### src/rtl/heroe_pkg.sv
// Shared definitions: game FSM states, 7-segment glyphs and scroller state encoding.
package heroe_pkg;

  // Game FSM states carried on the presente bus
  localparam logic [2:0] OFF  = 3'd0;
  localparam logic [2:0] WLCM = 3'd1;
  localparam logic [2:0] CH   = 3'd2;
  localparam logic [2:0] GAME = 3'd3;
  localparam logic [2:0] WL   = 3'd4;
  localparam logic [2:0] PA   = 3'd5;

  // Active-high segment patterns, bit0=a .. bit6=g
  localparam logic [6:0] GLY_H     = 7'h76;
  localparam logic [6:0] GLY_O     = 7'h3F;
  localparam logic [6:0] GLY_L     = 7'h38;
  localparam logic [6:0] GLY_A     = 7'h77;
  localparam logic [6:0] GLY_E     = 7'h79;
  localparam logic [6:0] GLY_R     = 7'h50;
  localparam logic [6:0] GLY_BLANK = 7'h00;

  localparam int unsigned MSG_LEN = 12;
  localparam int unsigned IDX_W   = 4;

  typedef enum logic {
    SCROLL = 1'b0,
    BLINK  = 1'b1
  } scroll_state_e;

  // Message index of window position off, wrapping across the end of the message
  function automatic logic [IDX_W-1:0] wrap_idx(input logic [IDX_W-1:0] base,
                                                input logic [1:0]       off);
    logic [IDX_W:0] sum;
    sum = {1'b0, base} + (IDX_W+1)'(off);
    if (sum >= (IDX_W+1)'(MSG_LEN)) sum = sum - (IDX_W+1)'(MSG_LEN);
    return sum[IDX_W-1:0];
  endfunction

endpackage

### src/rtl/menu_glyph_rom.sv
// Welcome message ROM: message index to 7-segment glyph, out-of-range reads blank.
module menu_glyph_rom
  import heroe_pkg::*;
(
  input  logic [IDX_W-1:0] index,
  output logic [6:0]       glyph_c
);

  // "HOLA HEROE" followed by two blanks
  always_comb begin
    glyph_c = GLY_BLANK;
    case (index)
      4'd0:    glyph_c = GLY_H;
      4'd1:    glyph_c = GLY_O;
      4'd2:    glyph_c = GLY_L;
      4'd3:    glyph_c = GLY_A;
      4'd4:    glyph_c = GLY_BLANK;
      4'd5:    glyph_c = GLY_H;
      4'd6:    glyph_c = GLY_E;
      4'd7:    glyph_c = GLY_R;
      4'd8:    glyph_c = GLY_O;
      4'd9:    glyph_c = GLY_E;
      4'd10:   glyph_c = GLY_BLANK;
      4'd11:   glyph_c = GLY_BLANK;
      default: glyph_c = GLY_BLANK;
    endcase
  end

endmodule

### src/rtl/menu_scroller.sv
// Welcome-screen scroller: slides the message through the 4-digit window while in WLCM.
// Optional build macro MENU_BLINK_EN adds a blink phase after each full pass.
module menu_scroller
  import heroe_pkg::*;
#(
  parameter logic [23:0] STEP_DIV = 24'd8_100_000
) (
  input  logic        clk,
  input  logic        rst_n,
  input  logic [2:0]  presente,
  output logic [27:0] display_menu
);

  logic [23:0]      step_cnt, step_cnt_nxt;
  logic [IDX_W-1:0] idx, idx_nxt;
  logic [27:0]      menu_nxt;
  logic [6:0]       glyph [4];
  logic             in_wlcm, step_evt, scrolling, blank;

`ifdef MENU_BLINK_EN
  scroll_state_e state, state_nxt;
  logic [2:0]    blink_cnt, blink_cnt_nxt;
`endif

  // Four ROM taps, one per window digit; digit0 is the leftmost character
  for (genvar k = 0; k < 4; k++) begin : g_rom
    menu_glyph_rom u_rom (
      .index   (wrap_idx(idx, 2'(k))),
      .glyph_c (glyph[k])
    );
  end

  // Step timing, scroll index and blink sequencing; window/blank selection for the output
  always_comb begin
    in_wlcm      = (presente == WLCM);
    step_evt     = in_wlcm && (step_cnt == STEP_DIV - 24'd1);
    step_cnt_nxt = step_cnt;
    idx_nxt      = idx;
`ifdef MENU_BLINK_EN
    state_nxt     = state;
    blink_cnt_nxt = blink_cnt;
    scrolling     = (state == SCROLL);
    blank         = (state == BLINK) && !blink_cnt[0];
`else
    scrolling     = 1'b1;
    blank         = 1'b0;
`endif

    if (!in_wlcm) begin
      step_cnt_nxt = '0;
      idx_nxt      = '0;
`ifdef MENU_BLINK_EN
      state_nxt     = SCROLL;
      blink_cnt_nxt = '0;
`endif
    end else begin
      step_cnt_nxt = step_evt ? '0 : step_cnt + 24'd1;
      if (step_evt) begin
        if (scrolling) begin
          if (idx == IDX_W'(MSG_LEN - 1)) begin
            idx_nxt = '0;
`ifdef MENU_BLINK_EN
            state_nxt     = BLINK;
            blink_cnt_nxt = '0;
`endif
          end else begin
            idx_nxt = idx + IDX_W'(1);
          end
        end
`ifdef MENU_BLINK_EN
        else begin
          if (blink_cnt == 3'd5) begin
            state_nxt     = SCROLL;
            blink_cnt_nxt = '0;
          end else begin
            blink_cnt_nxt = blink_cnt + 3'd1;
          end
        end
`endif
      end
    end

    menu_nxt = (in_wlcm && !blank) ? {glyph[3], glyph[2], glyph[1], glyph[0]} : '0;
  end

  // State and output registers
  always_ff @(posedge clk or negedge rst_n) begin
    if (!rst_n) begin
      step_cnt     <= '0;
      idx          <= '0;
      display_menu <= '0;
`ifdef MENU_BLINK_EN
      state        <= SCROLL;
      blink_cnt    <= '0;
`endif
    end else begin
      step_cnt     <= step_cnt_nxt;
      idx          <= idx_nxt;
      display_menu <= menu_nxt;
`ifdef MENU_BLINK_EN
      state        <= state_nxt;
      blink_cnt    <= blink_cnt_nxt;
`endif
    end
  end

endmodule

### config.mk
export PLATFORM = sky130hd
export DESIGN_NAME = menu_scroller
export DESIGN_NICKNAME = d
export VERILOG_FILES = /design/src/rtl/heroe_pkg.sv /design/src/rtl/menu_glyph_rom.sv /design/src/rtl/menu_scroller.sv
export SDC_FILE = /design/constraint.sdc
export NUM_CORES = 1
export LEC_CHECK = 0
export ABC_AREA = 1
export BUFFER_PORTS_ARGS = -buffer_cell sky130_fd_sc_hd__buf_2
export CAP_MARGIN = 5
export CORE_MARGIN = 2
export CORE_UTILIZATION = 65
export CTS_BUF_LIST = sky130_fd_sc_hd__clkbuf_2
export CTS_CLUSTER_SIZE = 8
export DETAILED_ROUTE_END_ITERATION = 12
export PLACE_DENSITY = 0.95
export SYNTH_ARGS = -nofsm -noshare
export SYNTH_HDL_FRONTEND = slang
export SYNTH_SLANG_ARGS = --single-unit
### constraint.sdc
create_clock -name clk -period 3.4 [get_ports clk]
set_clock_uncertainty 0.05 [all_clocks]
set_input_delay 0.68 -clock clk [delete_from_list [all_inputs] [get_ports clk]]
set_output_delay 0.68 -clock clk [all_outputs]
set_load 0.02 [all_outputs]
==> reports/results.ini <==
[die]
initial_core_util_pct=66.4
coreArea_um2=5040
rows=26
fp.dieH_um=75.8
pin_count=33
die_w_um=75.8
die-area_um2=5740

[setup_path]
worstSetupEndpoint=display_menu[21]$_DFF_PN0_
cp-startpoint=idx[0]$_DFFE_PN0P_
worst_ep_required_time_ns=3.78
worstPathMaxFanout=12
ff2ff_path_depth=16
regToRegSetupSlack_ns=0.64
crit_path_end_kind=register
critPathKind=reg2reg
crit_arrival_ns=3.14
reg2reg_from=idx[0]$_DFFE_PN0P_
r2r-end=display_menu[21]$_DFF_PN0_
startpoint_type=register

[synthesis]
ys_warn_count=0
synth_area_leaders=dfrtp_1, nand2_1, nor2_1
syn_avg_cell_area_um2=7.37
netlist_area_um2=3350
seq_area_frac_synth_pct=38.9
yosysUniqueCellTypes=36
synth_edf_count=0
synth_area_leader_cell=dfrtp_1
yosys-top-cells-count=nand2_1, nor2_1, inv_1
yosys_most_used_dff=dfrtp_1
yosysMostFrequentCell=nand2_1
synth_cells=454
ys_ff_latch=52
synth_nets=473
async_flop_share_pct=100
synth_top_cell_area_share_pct=38.9

[run]
max-cap-violations=0

[final_layout]
drive_gt1_share_pct=17.4
multi_input_area_um2=1710
syn_to_final_growth_pct=6.02
n_fill_cell=423
final_util_pct=70.4
antennaDiodeCount=0
seqCellArea_um2=1300
nets=501

[cts]
ctsHoldBuffers=0
clkTransAtPathRegs_ns=0.28
cts_buffers=5
cts_max_path_buffers=2
clock_sinks=52
post_cts_buffers=0
cts_tree=built
htreeDepth=2
root_buffer=clkbuf_2
cts_resized=0
insertion_delay_ns=0.47

[grt]
grtUsageTotal_pct=28.2
grt_max_degree=53
grt_pass1_wl_um=12200
grt_antenna_before_repair=0
overflow=0
grt_pass1_vias=2775

[route]
vias_per_cell=5.56
avgRoutedWirePerCell_um=13.9
firstDrtPassIters=5
num_vias=3071
drtIter0Drc=266
drt_wl_total_um=7660
ant_nets=0
drc_errors=0

[power_and_ir_drop]
p_leak_nw=1.83
p_per_area_nw_per_um2=278
peakVddDrop_v=0.000166

[sta]
finalSetupViolCount=0
slew_headroom_pct=25.6
slew_viol_final=0
fmax_mhz=362
tightest_slew_ns=1.12
rsz0062_at_grt=false
period_share_pct=81.3
min_period_ns=2.76
tns_ns=0
finalHoldViolCount=0

[status]
outcome=completed

[placement]
port_buffers=32
gp_congestion=0.949
dp.final_hpwl_um=5790

[hold_path]
hold_path.class=in2async

[layout make-up]
cell class                 instances  share of cell area, %
sequential                        52                   36.7
inverter                          66                   7.12
clock buffer                       5                  0.705
timing repair buffer              32                   4.51
tap                               70                   2.47
multi-input combinational        325                   48.1
clock inverter                     2                  0.458
[worst min-delay path by stage]
stage / cells past startpoint / start / slack (ns) / to
after global placement: 1 / step_cnt[0]$_DFF_PN0_ / 0.46 / step_cnt[0]$_DFF_PN0_
after detailed placement: 1 / step_cnt[0]$_DFF_PN0_ / 0.46 / step_cnt[0]$_DFF_PN0_
final: 1 / rst_n / 0.33 / idx[1]$_DFFE_PN0P_
after CTS: 1 / rst_n / 0.37 / idx[1]$_DFFE_PN0P_
after floorplan: 0 / rst_n / 0.33 / display_menu[0]$_DFF_PN0_
after global routing: 1 / rst_n / 0.41 / idx[1]$_DFFE_PN0P_
[sequential cells by signal, summed over array words and instances (netlist names)]
| signal | flops |
|---|---|
| idx | 4 |
| display_menu | 24 |
| step_cnt | 24 |
[cells in the final DEF (no fill, tap or decap), types with 3 or more instances in the layout]
master    synthesis  final
nand2_1         102    102
nor2_1           80     80
inv_1            58     58
dfrtp_1          52     52
nand3_1          37     37
buf_2             1     32
ha_1             14     14
a21oi_1          13     13
nand2_2          12     12
o21ai_0          10     10
nor3_1            8      8
inv_2             6      6
nand4_1           6      6
o21ai_2           6      6
nand3_2           5      5
clkbuf_2          0      5
nor2_4            4      4
xor2_1            4      4
o21ai_1           4      4
nor2_2            3      3
nor3b_1           3      3
xnor2_1           3      3
[per-stage QoR]
stage / setup WS [ns] / hold WS (ns) / cell area (µm²) / cells / total power [mW]
5_1_grt: 0.323 / 0.409 / 3550 / 552 / 1.03
3_5_place_dp: 0.721 / 0.458 / 3510 / 545 / 0.745
3_3_place_gp: 0.966 / 0.455 / 3510 / 545 / 0.741
4_1_cts: 0.674 / 0.374 / 3550 / 552 / 0.990
6_report: 0.637 / 0.330 / 3550 / 552 / 0.986
2_1_floorplan: 1.20 / 0.334 / 3350 / 454 / 0.710
[routing by layer]
metal / vias to the layer above / GRT usage, % / wire length [µm]
met4: 0 / 11.7 / 193
met5: - / 0 / 0
met3: 22 / 5.03 / 503
met1: 1423 / 36.5 / 3310
met2: 149 / 46.5 / 3650
li1: 1477 / - / -
[where the power goes]
part | internal [mW] | switching, mW
Clock | 0.0493 | 0.202
Sequential | 0.630 | 0.00622
Combinational | 0.0272 | 0.0710
Total | 0.707 | 0.279
[critical path, stage by stage (launching register included)]
cell     delay (ns)
dfrtp_1        0.70
inv_1          0.25
ha_1           0.29
inv_1          0.12
nand2_1        0.06
nand2_1        0.11
inv_1          0.08
ha_1           0.19
nand2_1        0.08
inv_1          0.05
nor2_1         0.15
nand2_1        0.11
nand2_2        0.13
nand2_1        0.10
nand2_2        0.12
inv_1          0.04
a21oi_1        0.10
[kinds of logic after synthesis]
| family | share of synthesized area, % |
|---|---|
| AO/OA/AOI/OAI | 6.32 |
| XOR/XNOR | 2.32 |
| adder cells (fa/ha/maj) | 5.23 |
| buffers and inverters | 10.2 |
| flip-flops | 38.9 |
| AND/OR/NAND/NOR | 37.1 |
(Power assumes the default switching activity.)
